==> config.mk <==
export PLATFORM = sky130hd
export DESIGN_NAME = lsu
export DESIGN_NICKNAME = d
export VERILOG_FILES = /design/src/rtl/lsu_pkg.sv /design/src/rtl/lsu_align.sv /design/src/rtl/lsu.sv
export SDC_FILE = /design/constraint.sdc
export NUM_CORES = 1
export LEC_CHECK = 0
export CORE_MARGIN = 5
export CORE_UTILIZATION = 40
export CTS_BUF_LIST = sky130_fd_sc_hd__clkbuf_8
export CTS_CLUSTER_DIAMETER = 40
export CTS_CLUSTER_SIZE = 16
export DETAILED_ROUTE_END_ITERATION = 16
export GPL_ROUTABILITY_DRIVEN = 0
export PLACE_DENSITY = 0.77
export SYNTH_ARGS = -nofsm -noshare
export SYNTH_HDL_FRONTEND = slang
export SYNTH_HIERARCHICAL = 1
export SYNTH_SLANG_ARGS = --single-unit
==> constraint.sdc <==
create_clock -name clk -period 2.3 [get_ports clk]
set_clock_uncertainty 0.1 [all_clocks]
set_input_delay 0.575 -clock clk [delete_from_list [all_inputs] [get_ports clk]]
set_output_delay 0.575 -clock clk [all_outputs]
set_load 0.03 [all_outputs]
==> src/rtl/lsu_pkg.sv <==
// Shared definitions for the load/store unit: RV32I width codes, FSM states
// and the lane masks used when merging sub-word stores.
package lsu_pkg;

    localparam logic [2:0] F3_B  = 3'b000;
    localparam logic [2:0] F3_H  = 3'b001;
    localparam logic [2:0] F3_W  = 3'b010;
    localparam logic [2:0] F3_BU = 3'b100;
    localparam logic [2:0] F3_HU = 3'b101;

    localparam logic [31:0] LANE_B_MASK = 32'h0000_00FF;
    localparam logic [31:0] LANE_H_MASK = 32'h0000_FFFF;

    typedef enum logic [2:0] {
        ST_IDLE   = 3'd0,
        ST_LOAD   = 3'd1,
        ST_RMW_RD = 3'd2,
        ST_STORE  = 3'd3,
        ST_RESP   = 3'd4
    } lsu_state_e;

    // Unsigned widths exist only for loads; halfwords need even, words
    // need 4-byte-aligned addresses.
    function automatic logic req_is_err(input logic       we,
                                        input logic [2:0] f3,
                                        input logic [1:0] off);
        logic bad;
        bad = 1'b0;
        case (f3)
            F3_B:    bad = 1'b0;
            F3_H:    bad = off[0];
            F3_W:    bad = (off != 2'b00);
            F3_BU:   bad = we;
            F3_HU:   bad = we | off[0];
            default: bad = 1'b1;
        endcase
        return bad;
    endfunction

endpackage

==> src/rtl/lsu_align.sv <==
// Combinational lane logic: load extract/extend and sub-word store merge
// for a single 32-bit memory word.
module lsu_align
    import lsu_pkg::*;
(
    input  logic [2:0]  i_funct3,
    input  logic [1:0]  i_off,
    input  logic [31:0] i_word,
    input  logic [15:0] i_wdata,
    output logic [31:0] o_load_data,
    output logic [31:0] o_merge_word
);

    logic [4:0]  w_bshift;
    logic [4:0]  w_hshift;
    logic [7:0]  w_byte;
    logic [15:0] w_half;
    logic [31:0] w_mask;
    logic [31:0] w_ins;

    always_comb begin
        w_bshift = {i_off, 3'b000};
        w_hshift = {i_off[1], 4'b0000};
        w_byte   = 8'(i_word >> w_bshift);
        w_half   = 16'(i_word >> w_hshift);

        o_load_data = i_word;
        case (i_funct3)
            F3_B:    o_load_data = {{24{w_byte[7]}}, w_byte};
            F3_BU:   o_load_data = {24'h000000, w_byte};
            F3_H:    o_load_data = {{16{w_half[15]}}, w_half};
            F3_HU:   o_load_data = {16'h0000, w_half};
            default: o_load_data = i_word;
        endcase

        // Only SB/SH reach the merge path, so funct3[1:0] picks the lane size.
        if (i_funct3[1:0] == 2'b00) begin
            w_mask = LANE_B_MASK << w_bshift;
            w_ins  = {24'h000000, i_wdata[7:0]} << w_bshift;
        end else begin
            w_mask = LANE_H_MASK << w_hshift;
            w_ins  = {16'h0000, i_wdata} << w_hshift;
        end
        o_merge_word = (i_word & ~w_mask) | w_ins;
    end

endmodule

==> src/rtl/lsu.sv <==
// Load/store unit: accepts one RV32I load/store, drives a word-only memory
// and returns a single-cycle response; sub-word stores use read-modify-write.
module lsu
    import lsu_pkg::*;
#(
    parameter int ADDR_W = 5
) (
    input  logic        clk,
    input  logic        rst_n,
    input  logic        req_valid,
    output logic        req_ready,
    input  logic        req_we,
    input  logic [2:0]  req_funct3,
    input  logic [31:0] req_addr,
    input  logic [31:0] req_wdata,
    output logic        resp_valid,
    output logic [31:0] resp_rdata,
    output logic        resp_err,
    output logic [31:0] mem_r_addr,
    output logic [31:0] mem_w_addr,
    output logic [31:0] mem_wdata,
    output logic        mem_read,
    output logic        mem_write,
    input  logic [31:0] mem_rdata,
    output logic [2:0]  o_dbg_state
);

    lsu_state_e        r_state;
    lsu_state_e        w_next;
    logic [ADDR_W-1:0] r_idx;
    logic [1:0]        r_off;
    logic [2:0]        r_funct3;
    logic [15:0]       r_wdata;
    logic [31:0]       r_merge;
    logic [31:0]       r_rdata;
    logic              r_err;
    logic              w_req_err;
    logic [31:0]       w_index;
    logic [31:0]       w_load_data;
    logic [31:0]       w_merge_word;
    logic              w_unused_bits;

    // Byte-address bits above the word index and the upper store half are
    // intentionally dropped (index wraps within the memory).
    assign w_unused_bits = &{1'b0, req_addr[31:ADDR_W+2], req_wdata[31:16]};

    assign w_req_err = req_is_err(req_we, req_funct3, req_addr[1:0]);
    assign w_index   = {{(32-ADDR_W){1'b0}}, r_idx};

    lsu_align u_align (
        .i_funct3     (r_funct3),
        .i_off        (r_off),
        .i_word       (mem_rdata),
        .i_wdata      (r_wdata),
        .o_load_data  (w_load_data),
        .o_merge_word (w_merge_word)
    );

    always_ff @(posedge clk) begin
        if (!rst_n) begin
            r_state  <= ST_IDLE;
            r_idx    <= '0;
            r_off    <= 2'b00;
            r_funct3 <= 3'b000;
            r_wdata  <= 16'h0000;
            r_merge  <= 32'h0;
            r_rdata  <= 32'h0;
            r_err    <= 1'b0;
        end else begin
            r_state <= w_next;
            case (r_state)
                ST_IDLE: begin
                    if (req_valid) begin
                        r_idx    <= req_addr[ADDR_W+1:2];
                        r_off    <= req_addr[1:0];
                        r_funct3 <= req_funct3;
                        r_wdata  <= req_wdata[15:0];
                        r_merge  <= req_wdata;
                        if (w_req_err) begin
                            r_rdata <= 32'h0;
                            r_err   <= 1'b1;
                        end
                    end
                end
                ST_LOAD: begin
                    r_rdata <= w_load_data;
                    r_err   <= 1'b0;
                end
                ST_RMW_RD: r_merge <= w_merge_word;
                ST_STORE: begin
                    r_rdata <= 32'h0;
                    r_err   <= 1'b0;
                end
                default: ;
            endcase
        end
    end

    always_comb begin
        w_next      = r_state;
        req_ready   = 1'b0;
        resp_valid  = 1'b0;
        mem_read    = 1'b0;
        mem_write   = 1'b0;
        case (r_state)
            ST_IDLE: begin
                req_ready = 1'b1;
                if (req_valid) begin
                    if (w_req_err)           w_next = ST_RESP;
                    else if (!req_we)        w_next = ST_LOAD;
                    else if (req_funct3 == F3_W) w_next = ST_STORE;
                    else                     w_next = ST_RMW_RD;
                end
            end
            ST_LOAD: begin
                mem_read = 1'b1;
                w_next   = ST_RESP;
            end
            ST_RMW_RD: begin
                mem_read = 1'b1;
                w_next   = ST_STORE;
            end
            ST_STORE: begin
                // Reset sampled on this edge must not let the write commit.
                mem_write = rst_n;
                w_next    = ST_RESP;
            end
            ST_RESP: begin
                resp_valid = 1'b1;
                w_next     = ST_IDLE;
            end
            default: w_next = ST_IDLE;
        endcase
    end

    assign mem_r_addr  = w_index;
    assign mem_w_addr  = w_index;
    assign mem_wdata   = r_merge;
    assign resp_rdata  = r_rdata;
    assign resp_err    = r_err;
    assign o_dbg_state = r_state;

endmodule

Yosys cells after proc, flatten, opt, wreduce, memory -nomap -nowiden --
Index checks and enable logic that the tools add are counted.
Cells by class: add/sub/neg operators 0, multiply operators 0, divide/modulo/power cells 0, magnitude comparators 0, eq/ne operators 13, shifts and indexed selects 6, muxes and demuxes 21, bitwise gates (word level) 4, reductions and logical operators 14
Operator list (count):
- $mux 32 | 5
- $pmux 32 s4 | 1
- $pmux 32 s3 | 1
- $pmux 32 s2 | 1
- $and 32x32->32 | 1
- $not 32->32 | 1
- $or 32x32->32 | 1
- $shl 16x5->32 | 1
- $shl 16x5->32 const A | 1
- $shl 8x5->32 | 1
- $shl 8x5->32 const A | 1
- $shr 32x5->16 | 1
- $shr 32x5->8 | 1
- $eq 3x3->1 const B | 5
- $eq 3x1->1 const B | 3
- $eq 3x2->1 const B | 3
- $logic_not 3->1 | 3
- $pmux 3 s3 | 1
- $mux 1 | 7
- $mux 3 | 2
- $reduce_and 3->1 | 2
- $reduce_bool 2->1 | 3
- $pmux 1 s5 | 1
- $ne 2x2->1 const B | 2
- 7 further kinds | 9
Word-level totals: register bits after elaboration 94, latch bits 0, RAM bits 0, ROM bits 0, bits of input ports 103, output and inout bits 136, word-level logic and storage cells 66, memories kept 0

Logic depth before layout (Yosys ltp) --
depth after elaboration 6, depth in mapped cells 8, depth with buffers taken out 5

Hierarchy --
Netlist, hierarchy kept.
By module, submodules not included:
- lsu | instances 1, cells an instance 517, area an instance 4256.6 µm², sequential area each 1881.8 µm²
- lsu_align | instances 1, cells an instance 164, area an instance 1287.5 µm², sequential area each 0.0 µm²

Least setup slack after synthesis --
OpenSTA, ideal clock, no wires.
path type register -> output, from register r_state[2], in the netlist o_dbg_state[2], to output port resp_valid, arrival 1.524 ns, data required time 1.625 ns, path slack 0.101 ns, cell stages (with the launch flop) 3, path buffers 1, path through dfxtp_1 -> buf_6 -> nor3b_1
Between the ends: word-level cells in the longest chain between the ends 2
Ends and longest elaborated chain:
- from (decl) | line lsu.sv:28 | lsu_state_e r_state;
- from (signal assigned) | line lsu.sv:70 | r_state <= w_next;
- $eq 3x3->1 | line lsu.sv:105 | case (r_state)
- $mux 1 | line lsu.sv:105
- to (decl) | line lsu.sv:16 | output logic resp_valid,
Every way passes these cells.

Final worst setup path --
from register r_state[2], in the netlist o_dbg_state[2], to output port o_dbg_state[2]
RTL lines:
- to (decl) | line lsu.sv:25 | output logic [2:0] o_dbg_state
No word-level cell between the ends.

==> flow_summary_export.csv <==
group,metric,value,unit
outcome,status,"complete, no violations",
grt,grtUsageTotal,21.57,%
setup_path,worst-setup-path-type,"reg -> out",
timing,timing.slew.headroom,52.20,%
min_path,min_delay_path_depth,2,
detailed_routing,highest_layer,"met4",
die,rows,43,
power,power_per_cell_area,594.8,nW/um^2
detailed_routing,vias_per_cell,5.495,
place,place_ws,-0.3005,ns
clocking,clkTransAtPathRegs,0.10,ns
clocking,clock-sinks,94,
setup_path,reg2regPathDepth,5,
detailed_routing,wl_per_cell,18.18,um
setup_path,reg2reg_from,"r_funct3[0]$_SDFFE_PN0P_",
yosys,synth.top_cells.by_area,"dfxtp_1 (34%), nand2_1 (11%), buf_4 (8.8%)",
detailed_routing,dr_wl_met2,8.298,mm
setup_path,path_cells,"clkdlybuf4s50_1",
setup_path,cp_num_buf_inv,1,
timing,setup_viol,0,
grt,grt_pass1_vias,5142,
yosys,synth-seq-area-share,33.94,%
setup_path,rr_endpoint,"mem_wdata[31]$_SDFFE_PN0P_",
detailed_routing,firstDrtPassIters,5,
clocking,cts_max_level,3,
die,start_util,40.41,%
timing,rsz0062_at_grt,"no",
cells_and_area,nets,931,
detailed_routing,wl,18.42,mm
cells_and_area,design_area,7445,sq um
yosys,synth_edf_count,0,
setup_path,cp_max_fo,5,
grt,grt_max_degree,44,
cells_and_area,drive_gt1_share,12.00,%
power,ir_worst_vdd,0.0002524,V
yosys,yosysTopAreaCell,"dfxtp_1",
clocking,clk_latency,0.39,ns
setup_path,slowest_stage,"clkdlybuf4s50_1",
grt,grt_first_pass_wirelength,28.17,mm
yosys,avgSynthCellArea,8.141,sq um
place,placed_area,7176,sq um
power,power_leakage,2.665,nW
timing,worst_pin_slew,0.7171,ns
setup_path,crit_family,"buffers and inverters",
die,core,13720,sq um
cells_and_area,fin_cells,1013,
timing,fmax,0.4462,GHz
clocking,clk_path_buf_depth,2,
yosys,yosysUniqueCellTypes,54,
timing,slew_violations,0,
setup_path,startpoint_type,"flop",
clocking,cts_buffers,9,
yosys,yosysTopAreaCellShare,33.94,%
detailed_routing,drc,0,
timing,min_period,2.241,ns
place,portBuffers,159,
detailed_routing,antenna_left,0,
flow_run,maxCapViolations,0,
min_path,min_from,"r_wdata[12]$_SDFFE_PN0P_",
clocking,cts_root_buf,"clkbuf_8",
grt,antenna_found_initial,0,
detailed_routing,met1Wirelength,7.828,mm
setup_path,crit_path_end_kind,"output pin",
setup_path,cp.required,1.62,ns
detailed_routing,wl_met3,1.689,mm
setup_path,critical_path_arrival,1.57,ns
die,die_h,127.7,um
yosys,synthTopCellsByCount,"nand2_1 (157), dfxtp_1 (94), buf_4 (65)",
place,hpwlAfterDp,13.38,mm
die,dieArea,16320,sq um
yosys,async_reset_ff_share,0,%
cells_and_area,syn_to_final_growth,34.28,%
timing,finalHoldViolCount,0,
timing,worst_slack,0.05870,ns
cells_and_area,diodes,0,
clocking,cts_hold_buf,0,
yosys,syn_area,5544,sq um
timing,layout_worst_path_cycle_share,97.45,%
die,io_pins,239,
setup_path,ff2ff_setup_slack,0.12,ns
place,place_inst,995,
yosys,synthMostInstantiatedCell,"nand2_1",
min_path,holdCritPathClass,"reg -> reg",
grt,grt_overflow,0,
yosys,synth_seq_cells,94,
setup_path,cpPeakStageDelay,0.72,ns
detailed_routing,vias,5566,
detailed_routing,drt_iter0_markers,536,
die,die_w,127.7,um
clocking,cts_tree,"done",
yosys,synth_ff_type,"dfxtp_1",
min_path,min_to,"r_wdata[12]$_SDFFE_PN0P_",
yosys,ys_warn_count,6,
yosys,synthCells,681,
## flip-flops by register name, summed over array words and instances (netlist names)
register     flops
r_idx            5
r_wdata         16
r_funct3         3
resp_err         1
o_dbg_state      3
resp_rdata      32
r_off            2
mem_wdata       32
## cell type report
class,instances,area (sq um)
Fill cell,1340,6275
Inverter,7,30.03
Clock buffer,10,137.6
Multi-Input combinational cell,518,3078
Sequential cell,94,1884
Tap cell,180,225.2
Clock inverter,6,91.34
Timing Repair Buffer,198,1998
## how the worst max path moves through the flow
stage	slack [ns]	from	end	cells after the start
2_1_floorplan	0.10	o_dbg_state[2]$_SDFFE_PN0P_	resp_valid	2
3_3_place_gp	-0.27	mem_rdata[31]	resp_rdata[29]$_SDFFE_PN0P_	6
3_5_place_dp	-0.30	mem_rdata[31]	resp_rdata[29]$_SDFFE_PN0P_	6
4_1_cts	0.03	o_dbg_state[2]$_SDFFE_PN0P_	o_dbg_state[2]	1
5_1_grt	0.00007	r_funct3[0]$_SDFFE_PN0P_	mem_wdata[30]$_SDFFE_PN0P_	5
6_report	0.06	o_dbg_state[2]$_SDFFE_PN0P_	o_dbg_state[2]	1
## cell usage in the layout (no fill, tap or decap), types with 4 or more instances in the layout
| master | synthesis | routed |
|---|---|---|
| a21oi_1 | 61 | 60 |
| a221o_1 | 7 | 7 |
| a22o_1 | 21 | 21 |
| a22oi_1 | 8 | 8 |
| a311oi_1 | 32 | 32 |
| a31oi_1 | 32 | 32 |
| buf_12 | 0 | 10 |
| buf_4 | 65 | 32 |
| clkbuf_8 | 0 | 10 |
| clkdlybuf4s50_1 | 0 | 153 |
| conb_1 | 1 | 54 |
| dfxtp_1 | 94 | 92 |
| inv_1 | 6 | 5 |
| mux2_2 | 9 | 9 |
| mux2_4 | 9 | 9 |
| mux2i_1 | 8 | 8 |
| nand2_1 | 157 | 157 |
| nand2b_1 | 4 | 4 |
| nor2_1 | 15 | 15 |
| o21ai_0 | 50 | 48 |
| o221ai_1 | 7 | 7 |
## kinds of logic (layout without fill, tap and decap cells)
logic type,count (synthesis),count (layout),share of synthesized area (%)
muxes,26,26,5.710
DFF,94,94,33.94
xor gates and xnor gates,1,1,0.1580
buffers and inverters,122,221,14.76
AOI/OAI and AO/OA,236,236,28.86
other,1,54,0.06764
and+or+nand+nor,201,201,16.50
## where the power goes
group / internal (mW) / switching [mW] / leakage [nW]
logic: 0.560 / 0.805 / 1.78
registers: 1.71 / 0.0680 / 0.769
clock network: 0.650 / 0.633 / 0.117
total: 2.92 / 1.51 / 2.67
## metrics by stage
step / hold slack [ns] / TNS [ns] / util, % / power [mW]
3_3_place_gp: 0.3468 / -4.941 / 52.30 / 3.140
2_1_floorplan: 0.3366 / 0 / - / 2.730
3_5_place_dp: 0.3489 / -5.743 / 52.30 / 3.154
5_1_grt: 0.3792 / 0 / 54.26 / 4.622
4_1_cts: 0.3629 / 0 / 53.94 / 4.422
6_report: 0.3615 / 0 / 54.26 / 4.428
## layer usage
metal  track usage [%]  vias up
met5                 0        -
met4             9.363        0
met3             4.583       41
met2             32.93      280
met1             29.39     2598
li1                  -     2647
## repair_timing
item | in CTS | in global routing
setup buffers | 0 | 2
setup endpoints to repair | 3 | 12
resized for setup | 3 | 8
Note: power is estimated with default switching activity, not from simulation.
==> variant 1 (same flow settings) <==
Reset style: asynchronous (`rst_n`), changed in one clocked block.
--- a/src/rtl/lsu.sv
+++ b/src/rtl/lsu.sv
@@ -56,7 +56,7 @@
         .o_merge_word (w_merge_word)
     );
 
-    always_ff @(posedge clk) begin
+    always_ff @(posedge clk or negedge rst_n) begin
         if (!rst_n) begin
             r_state  <= ST_IDLE;
             r_idx    <= '0;
Function: differs if rst_n is asserted again (counterexample within 4 cycles, from zero or initial values and one cycle with rst_n low); with rst_n held inactive, the same outputs for 4 cycles.
==> variant 1 against the unedited design <==
  * Area after synthesis fell by 0.95%
  * Sequential cell count did not move
  * Register-to-register slack gained 0.11 ns
  * Worst setup slack better by 0.042 ns
  * First-iteration DRC count down 46%
  * Routed wire length fell by 9.2%
  * Cell area fell by 1.4%
Power is not compared: it rests on default switching activity, and its combinational part moved more than twofold at a synthesized area within 25%.
==> variant 1: results (changes against the unedited design) <==
* FILL cells at 1146 (was 1340)
* Routed met3 length at 1340 um (was 1690 um)
* Worst Setup SP: o_dbg_state[1] (was o_dbg_state[2])
* Relative slew slack at 62.6% (was 52.2%)
* Mux contribution to synthesized area at 11.1% (was 5.71%)
* Min-Delay Path Class: in -> async (was reg -> reg)
* Final net count at 749 (was 931)
* Wl on met1 at 7170 um (was 7830 um)
* Total wire length at 16700 um (was 18400 um)
* Synth Area in Compound Gates at 27.0% (was 28.9%)
* DR iter-0 viols at 290 (was 536)
* First-pass GRT wire length at 25500 um (was 28200 um)
* Sequential cell area fraction in the yosys report at 42.8% (was 33.9%)
* Arr. time, crit path at 1.52 ns (was 1.57 ns)
* Async SR Flop Fraction at 100% (was 0%)
* Largest net degree at the start of global routing at 95 (was 44)
* Outcome: complete, no violations (unchanged)
* Gr usage total at 20.1% (was 21.6%)
* Met3 Usage GRT at 3.88% (was 4.58%)
* M2 GR Usage at 31.6% (was 32.9%)
* Top post-synthesis cells by count: dfrtp_1 (94), a22o_1 (85), buf_4 (62) (was nand2_1 (157), dfxtp_1 (94), buf_4 (65))
* Vias per Instance at 5.46 (was 5.49)
* Syn avg cell area at 11.3 sq um (was 8.14 sq um)
* RR Startpoint: r_funct3[1] (was r_funct3[0])
* Top cells by area, synth: dfrtp_1 (43%), a22o_1 (14%), buf_4 (8.5%) (was dfxtp_1 (34%), nand2_1 (11%), buf_4 (8.8%))
* Placed insts at 811 (was 995)
* Post-Place Cell Area at 7140 sq um (was 7180 sq um)
* Met1 global-route usage at 27.3% (was 29.4%)
* Dpl ws at -0.117 ns (was -0.300 ns)
* Vias in the first global route at 4386 (was 5142)
* Post-DP HPWL at 13000 um (was 13400 um)
[variant 1: worst paths after layout]
check                                 to  depth (start not counted)  slack [ns]
setup / recovery                mem_read                          3        0.10
hold reg to reg            mem_wdata[24]                          1        0.38
max in group asynchronous     r_wdata[3]                          2        1.56
min in group clk           mem_wdata[24]                          1        0.38
hold / removal                  r_idx[1]                          2        0.12
setup reg to reg           mem_wdata[16]                          5        0.23
[variant 1: critical path: stages, from the launching register on]
cell and delay, ns:
dfrtp_1 0.50, xnor2_1 0.17, nor2_1 0.08, dlygate4sd2_1 0.40
[variant 1: repair_timing]
item	in CTS	in global routing
setup endpoints to repair	6	1
resized for setup	6	1
endpoints found under the hold margin	0	0
[variant 1: layout make-up]
type,instances,area (sq um),area share [%]
well taps,176,220,3.00
repair buffers,193,1890,25.7
clock buffers,11,151,2.06
multi-input cells,342,2660,36.2
flip-flops and latches,94,2350,32.1
inverters,6,22.5,0.307
clock inverters,5,50.0,0.682
==> variant 2 (same flow settings) <==
Made on the original files. Set the parameter `ADDR_W` to 7 (it was 5).
--- a/src/rtl/lsu.sv
+++ b/src/rtl/lsu.sv
@@ -3,7 +3,7 @@
 module lsu
     import lsu_pkg::*;
 #(
-    parameter int ADDR_W = 5
+    parameter int ADDR_W = 7
 ) (
     input  logic        clk,
     input  logic        rst_n,
Formal check against the unedited RTL: not equivalent (Yosys sat finds a counterexample within 4 cycles, from zero or initial values and one cycle with rst_n low).
==> variant 2 against the unedited design <==
  * Critical path depth rose by 3
  * Via count up 0.66%
  * Sequential cell count grew 2
  * Non-clock buffer count unchanged
  * Count of clock-buffer cells in the layout decreased by 1
  * Core utilization fell by 0.15 points
  * Routed wire length is essentially flat
  * Clock power decreased by 20%
  * Total power is 4.8% lower
  * Cell area is 0.50% higher
  * Area after synthesis grew 1.0%
  * Worst setup slack better by 0.0071 ns
  * Critical path type is now in -> out
==> variant 2: results (changes against the unedited design) <==
* Sequential share of cell area at 25.7% (was 25.3%)
* Share of layout cells above drive strength 1 at 11.8% (was 12.0%)
* WL per Instance at 18.1 um (was 18.2 um)
* First-pass GRT wire length at 28100 um (was 28200 um)
* Finished Layout Cells at 1017 (was 1013)
* CTS resizes at 1 (was 3)
* Setup crit end: mem_write (was o_dbg_state[2])
* Worst Path Max Fanout at 3 (was 5)
* Synth cell types at 53 (was 54)
* Worst Setup SP: rst_n (was o_dbg_state[2])
* Placed insts at 1001 (was 995)
* Worst flop-to-flop path endpoint: resp_rdata[14] (was mem_wdata[31])
* FILL cells at 1306 (was 1340)
* Final net count at 935 (was 931)
* Max stage delay on crit path at 0.51 ns (was 0.72 ns)
* Non-clk buf share at 26.7% (was 26.8%)
* Synth Area in Compound Gates at 29.9% (was 28.9%)
* Seq cells post-synth at 96 (was 94)
* Relative slew slack at 62.6% (was 52.2%)
* Top cells by area, synth: dfxtp_1 (34%), nand2_1 (11%), buf_4 (8.0%) (was dfxtp_1 (34%), nand2_1 (11%), buf_4 (8.8%))
* Outcome: complete, no violations (unchanged)
* Leakage dissipation at 2.64 nW (was 2.67 nW)
* DR iter-0 viols at 419 (was 536)
* Sequential cell area fraction in the yosys report at 34.3% (was 33.9%)
* Hold Startpoint: r_wdata[14] (was r_wdata[12])
* Vias in the first global route at 5138 (was 5142)
* Largest net degree at the start of global routing at 55 (was 44)
* Multi-input gates at 520 (was 518)
variant 2: metrics by stage:
stage                     worst slack [ns]  util (%)  hold slack [ns]  cell area, sq um  TNS [ns]
final                               0.0658      54.1            0.363              7480         0
after global routing               0.00243      54.1            0.390              7480         0
after CTS                           0.0410      54.0            0.365              7470         0
after detailed placement            -0.247      52.8            0.351              7300     -3.92
after global placement              -0.219      52.8            0.346              7300     -3.15
after floorplan                      0.110         -            0.337              5790         0
variant 2: where the power goes:
| group | total (mW) | internal (mW) | switching (mW) |
|---|---|---|---|
| registers | 1.81 | 1.75 | 0.0646 |
| logic | 1.39 | 0.561 | 0.826 |
| clock network | 1.02 | 0.393 | 0.624 |
| total | 4.22 | 2.70 | 1.51 |
variant 2: metal layers:
metal / track usage [%] / vias to the layer above / routed length (um)
met3: 5.73 / 45 / 1740
met1: 28.1 / 2617 / 7740
met2: 32.8 / 270 / 8320
met5: 0 / - / 0
met4: 9.68 / 0 / 626
li1: - / 2671 / -
